File: src/rtl/mem_pkg.sv
// Shared encodings and types for the load/store unit: access-mode codes,
// controller state and access-size classification.
package mem_pkg;

    localparam logic [2:0] MEM_B    = 3'b000;
    localparam logic [2:0] MEM_H    = 3'b001;
    localparam logic [2:0] MEM_W    = 3'b010;
    localparam logic [2:0] MEM_BU   = 3'b011;
    localparam logic [2:0] MEM_HU   = 3'b100;
    localparam logic [2:0] MEM_NONE = 3'b111;

    typedef enum logic [1:0] {
        IDLE = 2'd0,
        BUS  = 2'd1,
        DONE = 2'd2
    } lsu_state_t;

    typedef enum logic [1:0] {
        SZ_BYTE = 2'd0,
        SZ_HALF = 2'd1,
        SZ_WORD = 2'd2
    } acc_size_t;

    // Unlisted codes (101, 110) fall through to a full-word access.
    function automatic acc_size_t acc_size(input logic [2:0] mode);
        case (mode)
            MEM_B, MEM_BU: acc_size = SZ_BYTE;
            MEM_H, MEM_HU: acc_size = SZ_HALF;
            default:       acc_size = SZ_WORD;
        endcase
    endfunction

endpackage

File: src/rtl/lsu_load_fmt.sv
// Load-data formatter: picks the addressed byte/half lane out of the bus word
// and sign- or zero-extends it to 32 bits according to the access mode.
module lsu_load_fmt
    import mem_pkg::*;
(
    input  logic [2:0]  mode_i,
    input  logic [1:0]  lane_i,
    input  logic [31:0] word_i,
    output logic [31:0] data_o
);

    logic [7:0]  byte_sel;
    logic [15:0] half_sel;

    always_comb begin
        byte_sel = word_i[{lane_i, 3'b000} +: 8];
        half_sel = lane_i[1] ? word_i[31:16] : word_i[15:0];
        case (mode_i)
            MEM_B:   data_o = {{24{byte_sel[7]}}, byte_sel};
            MEM_BU:  data_o = {24'h000000, byte_sel};
            MEM_H:   data_o = {{16{half_sel[15]}}, half_sel};
            MEM_HU:  data_o = {16'h0000, half_sel};
            default: data_o = word_i;
        endcase
    end

endmodule

File: src/rtl/lsu_bus_ctrl.sv
// Load/store bus controller: converts core-side accesses into word-aligned
// req/ack bus transactions with byte strobes and stalls the core until done.
module lsu_bus_ctrl
    import mem_pkg::*;
#(
    parameter int unsigned TIMEOUT = 255,
    parameter int unsigned ADDR_W  = 32
) (
    input  logic              clk,
    input  logic              rst,
    input  logic              rd_en,
    input  logic              wr_en,
    input  logic [2:0]        mem_acc_mode,
    input  logic [ADDR_W-1:0] addr,
    input  logic [31:0]       wdata,
    output logic [31:0]       rdata,
    output logic              stall,
    output logic              misalign,
    output logic              bus_err,
    output logic              mem_req,
    output logic              mem_we,
    output logic [ADDR_W-1:0] mem_addr,
    output logic [31:0]       mem_wdata,
    output logic [3:0]        mem_wstrb,
    input  logic              mem_ack,
    input  logic [31:0]       mem_rdata
);

    localparam int unsigned CNT_W = 10;
    localparam logic [CNT_W-1:0] CNT_LAST = CNT_W'(TIMEOUT - 1);

    lsu_state_t        state_q, state_d;
    logic [CNT_W-1:0]  cnt_q;
    logic [2:0]        mode_q;
    logic [1:0]        lane_q;
    logic [31:0]       rdata_q;
    logic              bus_err_q;
    logic              mem_req_q;
    logic              mem_we_q;
    logic [ADDR_W-1:0] mem_addr_q;
    logic [31:0]       mem_wdata_q;
    logic [3:0]        mem_wstrb_q;

    logic        req;
    logic        aligned;
    logic        timeout_hit;
    logic [2:0]  eff_mode;
    acc_size_t   size;
    logic [3:0]  strb;
    logic [31:0] wdata_rep;
    logic [31:0] fmt_data;

    // A store wins when both enables are high; unsigned modes mean nothing to a store.
    always_comb begin
        eff_mode = mem_acc_mode;
        if (wr_en && mem_acc_mode == MEM_BU) begin
            eff_mode = MEM_B;
        end else if (wr_en && mem_acc_mode == MEM_HU) begin
            eff_mode = MEM_H;
        end
    end

    assign req         = (rd_en | wr_en) && (mem_acc_mode != MEM_NONE);
    assign size        = acc_size(eff_mode);
    assign timeout_hit = (cnt_q == CNT_LAST);

    always_comb begin
        aligned   = 1'b1;
        strb      = 4'b0000;
        wdata_rep = 32'h0000_0000;
        case (size)
            SZ_BYTE: begin
                strb      = 4'b0001 << addr[1:0];
                wdata_rep = {4{wdata[7:0]}};
            end
            SZ_HALF: begin
                aligned   = ~addr[0];
                strb      = addr[1] ? 4'b1100 : 4'b0011;
                wdata_rep = {2{wdata[15:0]}};
            end
            default: begin
                aligned   = (addr[1:0] == 2'b00);
                strb      = 4'b1111;
                wdata_rep = wdata;
            end
        endcase
        if (!wr_en) begin
            strb      = 4'b0000;
            wdata_rep = 32'h0000_0000;
        end
    end

    lsu_load_fmt u_load_fmt (
        .mode_i (mode_q),
        .lane_i (lane_q),
        .word_i (mem_rdata),
        .data_o (fmt_data)
    );

    always_ff @(posedge clk) begin
        if (rst) begin
            state_q <= IDLE;
        end else begin
            state_q <= state_d;
        end
    end

    always_comb begin
        state_d = state_q;
        case (state_q)
            IDLE:    if (req && aligned) state_d = BUS;
            BUS:     if (mem_ack || timeout_hit) state_d = DONE;
            DONE:    state_d = IDLE;
            default: state_d = IDLE;
        endcase
    end

    always_comb begin
        stall    = 1'b0;
        misalign = 1'b0;
        if (!rst) begin
            case (state_q)
                IDLE: begin
                    stall    = req && aligned;
                    misalign = req && !aligned;
                end
                BUS:     stall = 1'b1;
                default: ;
            endcase
        end
    end

    always_ff @(posedge clk) begin
        if (rst) begin
            cnt_q       <= '0;
            mode_q      <= MEM_W;
            lane_q      <= 2'b00;
            rdata_q     <= 32'h0000_0000;
            bus_err_q   <= 1'b0;
            mem_req_q   <= 1'b0;
            mem_we_q    <= 1'b0;
            mem_addr_q  <= '0;
            mem_wdata_q <= 32'h0000_0000;
            mem_wstrb_q <= 4'b0000;
        end else begin
            bus_err_q <= 1'b0;
            case (state_q)
                IDLE: begin
                    if (req && aligned) begin
                        mode_q      <= eff_mode;
                        lane_q      <= addr[1:0];
                        cnt_q       <= '0;
                        mem_req_q   <= 1'b1;
                        mem_we_q    <= wr_en;
                        mem_addr_q  <= {addr[ADDR_W-1:2], 2'b00};
                        mem_wdata_q <= wdata_rep;
                        mem_wstrb_q <= strb;
                    end
                end
                BUS: begin
                    cnt_q <= cnt_q + 1'b1;
                    if (mem_ack || timeout_hit) begin
                        cnt_q       <= '0;
                        mem_req_q   <= 1'b0;
                        mem_we_q    <= 1'b0;
                        mem_wstrb_q <= 4'b0000;
                        rdata_q     <= mem_ack ? fmt_data : 32'h0000_0000;
                        bus_err_q   <= ~mem_ack;
                    end
                end
                default: ;
            endcase
        end
    end

    assign rdata     = rdata_q;
    assign bus_err   = bus_err_q;
    assign mem_req   = mem_req_q;
    assign mem_we    = mem_we_q;
    assign mem_addr  = mem_addr_q;
    assign mem_wdata = mem_wdata_q;
    assign mem_wstrb = mem_wstrb_q;

endmodule

File: config.mk
export PLATFORM = sky130hd
export DESIGN_NAME = lsu_bus_ctrl
export DESIGN_NICKNAME = d
export VERILOG_FILES = /design/src/rtl/mem_pkg.sv /design/src/rtl/lsu_load_fmt.sv /design/src/rtl/lsu_bus_ctrl.sv
export SDC_FILE = /design/constraint.sdc
export NUM_CORES = 1
export LEC_CHECK = 0
export ABC_AREA = 1
export CORE_MARGIN = 1
export CORE_UTILIZATION = 25
export CTS_BUF_LIST = sky130_fd_sc_hd__clkbuf_8 sky130_fd_sc_hd__clkbuf_16
export DETAILED_ROUTE_END_ITERATION = 8
export PLACE_DENSITY = 0.47
export SYNTH_ARGS = -nofsm -noshare
export SYNTH_HDL_FRONTEND = slang
export SYNTH_SLANG_ARGS = --single-unit
File: constraint.sdc
create_clock -name clk -period 1.8 [get_ports clk]
set_input_delay 0.27 -clock clk [delete_from_list [all_inputs] [get_ports clk]]
set_output_delay 0.27 -clock clk [all_outputs]
set_load 0.02 [all_outputs]
== Word level (Yosys, flattened, before mapping) ==
Index checks and enable logic that the tools add are counted.
Word-level totals
  logic and storage cells: 84
  register bits: 118
  output and inout port bits: 105
Cells by class
  shift operators: 2
  add/subtract/negate cells: 1
  reductions and logical operators: 21
  equal/unequal tests: 14
  muxes and demuxes: 30
  bitwise gates (word level): 5
Operators with widths (number)
  32-bit one-hot mux with 4 select lines: 1
  32-bit two-way mux: 2
  32-bit one-hot mux with 2 select lines: 1
  32-bit by 6-bit variable part select with 8-bit output: 1
  10-bit two-way mux: 2
  10-bit one-hot mux with 2 select lines: 1
  16-bit two-way mux: 1
  4-bit two-way mux: 4
  4-bit one-hot mux with 2 select lines: 2
  10-bit by 1-bit adder with 10-bit output, second input constant: 1
  10-bit by 8-bit equality test with 1-bit output, second input constant: 1
  3-bit by 2-bit equality test with 1-bit output, second input constant: 3
  3-bit equality test, second input constant: 3
  1-bit one-hot mux with 2 select lines: 4
  2-bit one-hot mux with 2 select lines: 2
  2-bit AND reduction: 4
  3-bit by 1-bit equality test with 1-bit output, second input constant: 2
  2-bit logical NOT: 3
  3-bit logical NOT: 2
  1-bit two-way mux: 6
  3-bit two-way mux: 2
  1-bit logical AND: 5
  2-bit by 1-bit equality test with 1-bit output, second input constant: 2
  2-bit two-way mux: 2
  other kinds (11): 16

== Longest topological paths before layout ==
Gate-level depths: netlist of the first run.
  depth after elaboration: 13
  depth in mapped cells: 12
  gate-level depth less buffers: 11

== Modules after synthesis ==
From an unflattened synthesis of the first run, not the netlist that was laid out.
Unflattened totals
  cell total of the unflattened synthesis: 900
  area total of the unflattened synthesis: 6047.0 µm²
Modules (own cells, without submodules)
  lsu_bus_ctrl: cells an instance 668, seq. area each 2362.3 µm², area an instance 4923.5 µm², times used 1
  lsu_load_fmt: cells an instance 232, seq. area each 0.0 µm², area an instance 1123.6 µm², times used 1

== Worst setup path after synthesis of the first run ==
OpenSTA, ideal clock, no wires.
  kind: input -> output
  start point: in mem_acc_mode[2]
  end point: out stall
  path buffers: 1
  stages on the path: 8
  data required time: 1.530 ns
  arrival: 1.303 ns
  path slack: 0.227 ns
  path through: nand2_2 -> nand2_4 -> inv_2 -> nand2_2 -> nand2_4 -> nand2_4 -> buf_2 -> a21oi_1
On the way
  cells in the longest elaborated chain, start to end: 12
  elaborated cells between the ends (all ways): 21
  classes of those cells: 7 x eq/ne; 6 x mux; 8 x reduce/logical
RTL lines
  start: declaration: line lsu_bus_ctrl.sv:13  | input logic [2:0] mem_acc_mode,
  3-bit equality test: line lsu_bus_ctrl.sv:58  | end else if (wr_en && mem_acc_mode == MEM_HU) begin
  1-bit logical AND: line lsu_bus_ctrl.sv:58
  3-bit two-way mux: line lsu_bus_ctrl.sv:58
  3-bit two-way mux: line lsu_bus_ctrl.sv:56  | if (wr_en && mem_acc_mode == MEM_BU) begin
  3-bit by 1-bit equality test with 1-bit output, or another cell as far along: line mem_pkg.sv:26  | case (mode)
  2-bit OR reduction: line mem_pkg.sv:26
  2-bit one-hot mux with 2 select lines: line mem_pkg.sv:26
  2-bit by 1-bit equality test with 1-bit output / 2-bit logical NOT (equally long branches): line lsu_bus_ctrl.sv:71  | case (size)
  1-bit one-hot mux with 2 select lines: line lsu_bus_ctrl.sv:71
  1-bit logical AND (*): line lsu_bus_ctrl.sv:124  | stall = req && aligned;
  1-bit one-hot mux with 2 select lines (*): line lsu_bus_ctrl.sv:122  | case (state_q)
  1-bit two-way mux (*): line lsu_bus_ctrl.sv:121  | if (!rst) begin
  end: declaration: line lsu_bus_ctrl.sv:17  | output logic stall,
Every way passes the cells marked *; elsewhere a longest branch is shown, timed or not.

== Worst setup path in the final report of the first run ==
  start point: reg state_q[1]
  end point: out misalign
On the way
  cells in the longest elaborated chain, start to end: 3
RTL lines
  start: declaration: line lsu_bus_ctrl.sv:32  | lsu_state_t state_q, state_d;
  start signal: assignment: line lsu_bus_ctrl.sv:104  | state_q <= state_d;
  2-bit logical NOT: line lsu_bus_ctrl.sv:122
  1-bit two-way mux: line lsu_bus_ctrl.sv:122
  1-bit two-way mux: line lsu_bus_ctrl.sv:121
  end: declaration: line lsu_bus_ctrl.sv:18  | output logic misalign,
Every way passes these cells.

==> flow_summary.ini, run 1 <==
[outcome]
run_status = finished, final reports clean

[placement]
dp_slack_ns = -0.543
hpwl_um = 14200
io_buffers = 206
routabilityCongestion = 0.841

[floorplanning]
coreArea_um2 = 22600
ios = 209
std_cell_rows = 55
die_w_um = 153
dieArea_um2 = 23500
die_h_um = 153
initial_core_util = 0.254

[worst_setup_path]
arrival_ns = 1.45
worstSetupPathType = register to primary output
start_kind = register
cp-end-kind = primary output
critPathRequiredTime_ns = 1.53
max_stage_delay_ns = 0.33
crit_chain = inv_2 > nand2_2 > nor2_1 > o21ai_2 > buf_6 > nor3_2 > buf_4
cp_max_fo = 2
slowest_stage = dfxtp_2

[grt]
grt_overflow = 0
grt_pass1_wl_um = 31800
antenna_found_initial = 1
grt_usage = 0.170
grt_pass1_vias = 6038
grt_max_degree = 82

[power]
ir_drop_v = 0.000564
pwr_density_cell_nw_per_um2 = 939
finalPower_mw = 8.53
leakage_nw = 3.73

[sta]
finalHoldViolCount = 0
maxSlewViolCount = 0
fin_crit_sh = 0.957
fmax_mhz = 580
clock_skew_ns = 0.0117
setup_violations = 0
fin_crit_ns = 1.72
rsz0062_at_grt = no
worst_slack_ns = 0.0767

[cells_and_area]
fillers = 2439
area_growth_syn_to_layout_pct = 58.5
final_nets = 1213
drive_gt1_frac = 0.121
mostFrequentLayoutCells = nand2_1 (223), clkdlybuf4s50_1 (197), nor2_1 (142), dfxtp_1 (117), a21oi_1 (88)
final_common_cell = nand2_1

[synthesis]
ys.warnings.count = 0
yosysTopAreaCell = dfxtp_1
yosys.area.top_type_share = 0.412
synth_seq_cells = 118
synth_area_leaders = dfxtp_1 (41%), nand2_1 (15%), nor2_1 (9.4%)
synth_area_um2 = 5730
yosysSeqAreaShare = 0.412
synthCells = 869
avgSynthCellArea_um2 = 6.59
synth.distinct_cells = 33

[cts]
htree_levels = 4
clk_pin_slew_worst_paths_ns = 0.05
cts_sinks = 118
numCtsBuffers = 17
clockBufferDepth = 2
cts_root_buf = clkbuf_16
cts_tree = done
clock_latency_ns = 0.41
holdBufCountCts = 0

[routing]
wire_per_inst_um = 14.0
drt-initial-drc-count = 366
firstDrtPassIters = 4
vias_per_cell = 4.40
postRouteAntennaNets = 0
wirelength_um = 19700
vias = 6189
drc = 0

[min_path]
hp-class = input pin to register

[run]
drv_cap = 0
==> worst max-delay path: cells and delay by family (launching register included) <==
kind,cells,cell delay [ns]
AO/OA/AOI/OAI,1,0.08
buffers and inverters,3,0.35
AND/OR/NAND/NOR,3,0.28
flip-flops,1,0.33
==> power by group <==
group / leakage, nW / switching, mW / internal [mW]
sequential: 0.964 / 0.108 / 2.81
combinational: 2.49 / 1.20 / 1.01
clock: 0.280 / 1.27 / 2.14
==> path summary, 6_finish.rpt <==
path	startpoint	endpoint	slack, ns	cells past startpoint
worst max register to register	mode_q[0]	rdata[1]	0.22	8
worst min-delay path	addr[0]	lane_q[0]	0.33	4
worst max-delay path	state_q[1]	misalign	0.08	7
worst min register to register	mem_req	mem_req	0.46	2
==> sequential cells by signal, summed over array words and instances (netlist names), 2 cells and up <==
register and flops:
cnt_q 10, lane_q 2, mem_addr 30, mem_wdata 32
mem_wstrb 4, mode_q 3, rdata 32, state_q 2
==> final cells by class <==
| cell class | instances | area, um2 | area share |
|---|---|---|---|
| antenna | 1 | 2.50 | 0.000275 |
| clock buffer | 20 | 467 | 0.0514 |
| clock inverter | 11 | 126 | 0.0139 |
| inverter | 65 | 244 | 0.0269 |
| multi-input combinational | 638 | 2890 | 0.318 |
| sequential | 118 | 2360 | 0.260 |
| tap | 285 | 357 | 0.0393 |
| timing repair buffer | 267 | 2640 | 0.290 |
==> cells in the mapped netlist (all sizes together) <==
| library cell | instances |
|---|---|
| o211ai | 2 |
| ha | 2 |
| o21a | 4 |
| o21ai | 56 |
| nor2 | 145 |
| o31ai | 2 |
| clkinv | 1 |
| nor3 | 2 |
| or2 | 19 |
| buf | 26 |
| dfxtp | 118 |
| a21oi | 89 |
| xor2 | 3 |
| nand3 | 72 |
| xnor2 | 1 |
| conb | 1 |
| clkbuf | 23 |
| nand2 | 233 |
| inv | 64 |
| nand4 | 6 |
==> per-stage QoR <==
stage	hold slack, ns	cells	instance area (um2)	util	setup TNS (ns)
4_1_cts	0.393	1403	9050	0.401	0
3_5_place_dp	0.455	1372	8460	0.375	-25.47
3_3_place_gp	0.451	1372	8460	0.375	-23.85
6_report	0.329	1405	9080	0.402	0
2_1_floorplan	0.413	870	5730	-	0
5_1_grt	0.337	1405	9080	0.402	0
==> cell families after synthesis <==
kind of cell | after synthesis | share of synthesized area
flip-flops | 118 | 0.412
XOR/XNOR | 4 | 0.00611
adder cells (fa/ha/maj) | 2 | 0.00437
other | 1 | 0.000654
AO/OA/AOI/OAI | 153 | 0.138
buffers and inverters | 114 | 0.0873
AND/OR/NAND/NOR | 477 | 0.351
==> layer usage <==
| metal | part of all wire | wire length (um) | up-vias | global-route usage |
|---|---|---|---|---|
| met5 | 0 | 0 | - | 0 |
| met1 | 0.46 | 9050 | 2762 | 0.216 |
| met2 | 0.45 | 8860 | 168 | 0.272 |
| li1 | - | - | 3244 | - |
| met3 | 0.080 | 1580 | 15 | 0.0627 |
| met4 | 0.0086 | 170 | 0 | 0.0400 |
==> timing repair <==
item / in CTS / in global routing
hold endpoints to repair: 0 / 0
endpoints found under the setup margin: 7 / 22
buffers inserted: 0 / 1
pin swaps: 2 / 4
resized for setup: 10 / 11
Note: power is estimated with default switching activity, not from simulation.
==> inputs of run 2 (changes only) <==
- SLEW_MARGIN: unset -> 5
==> results of run 2 <==
Same layout as run 1: the final DEF is identical, and so are final timing and power.
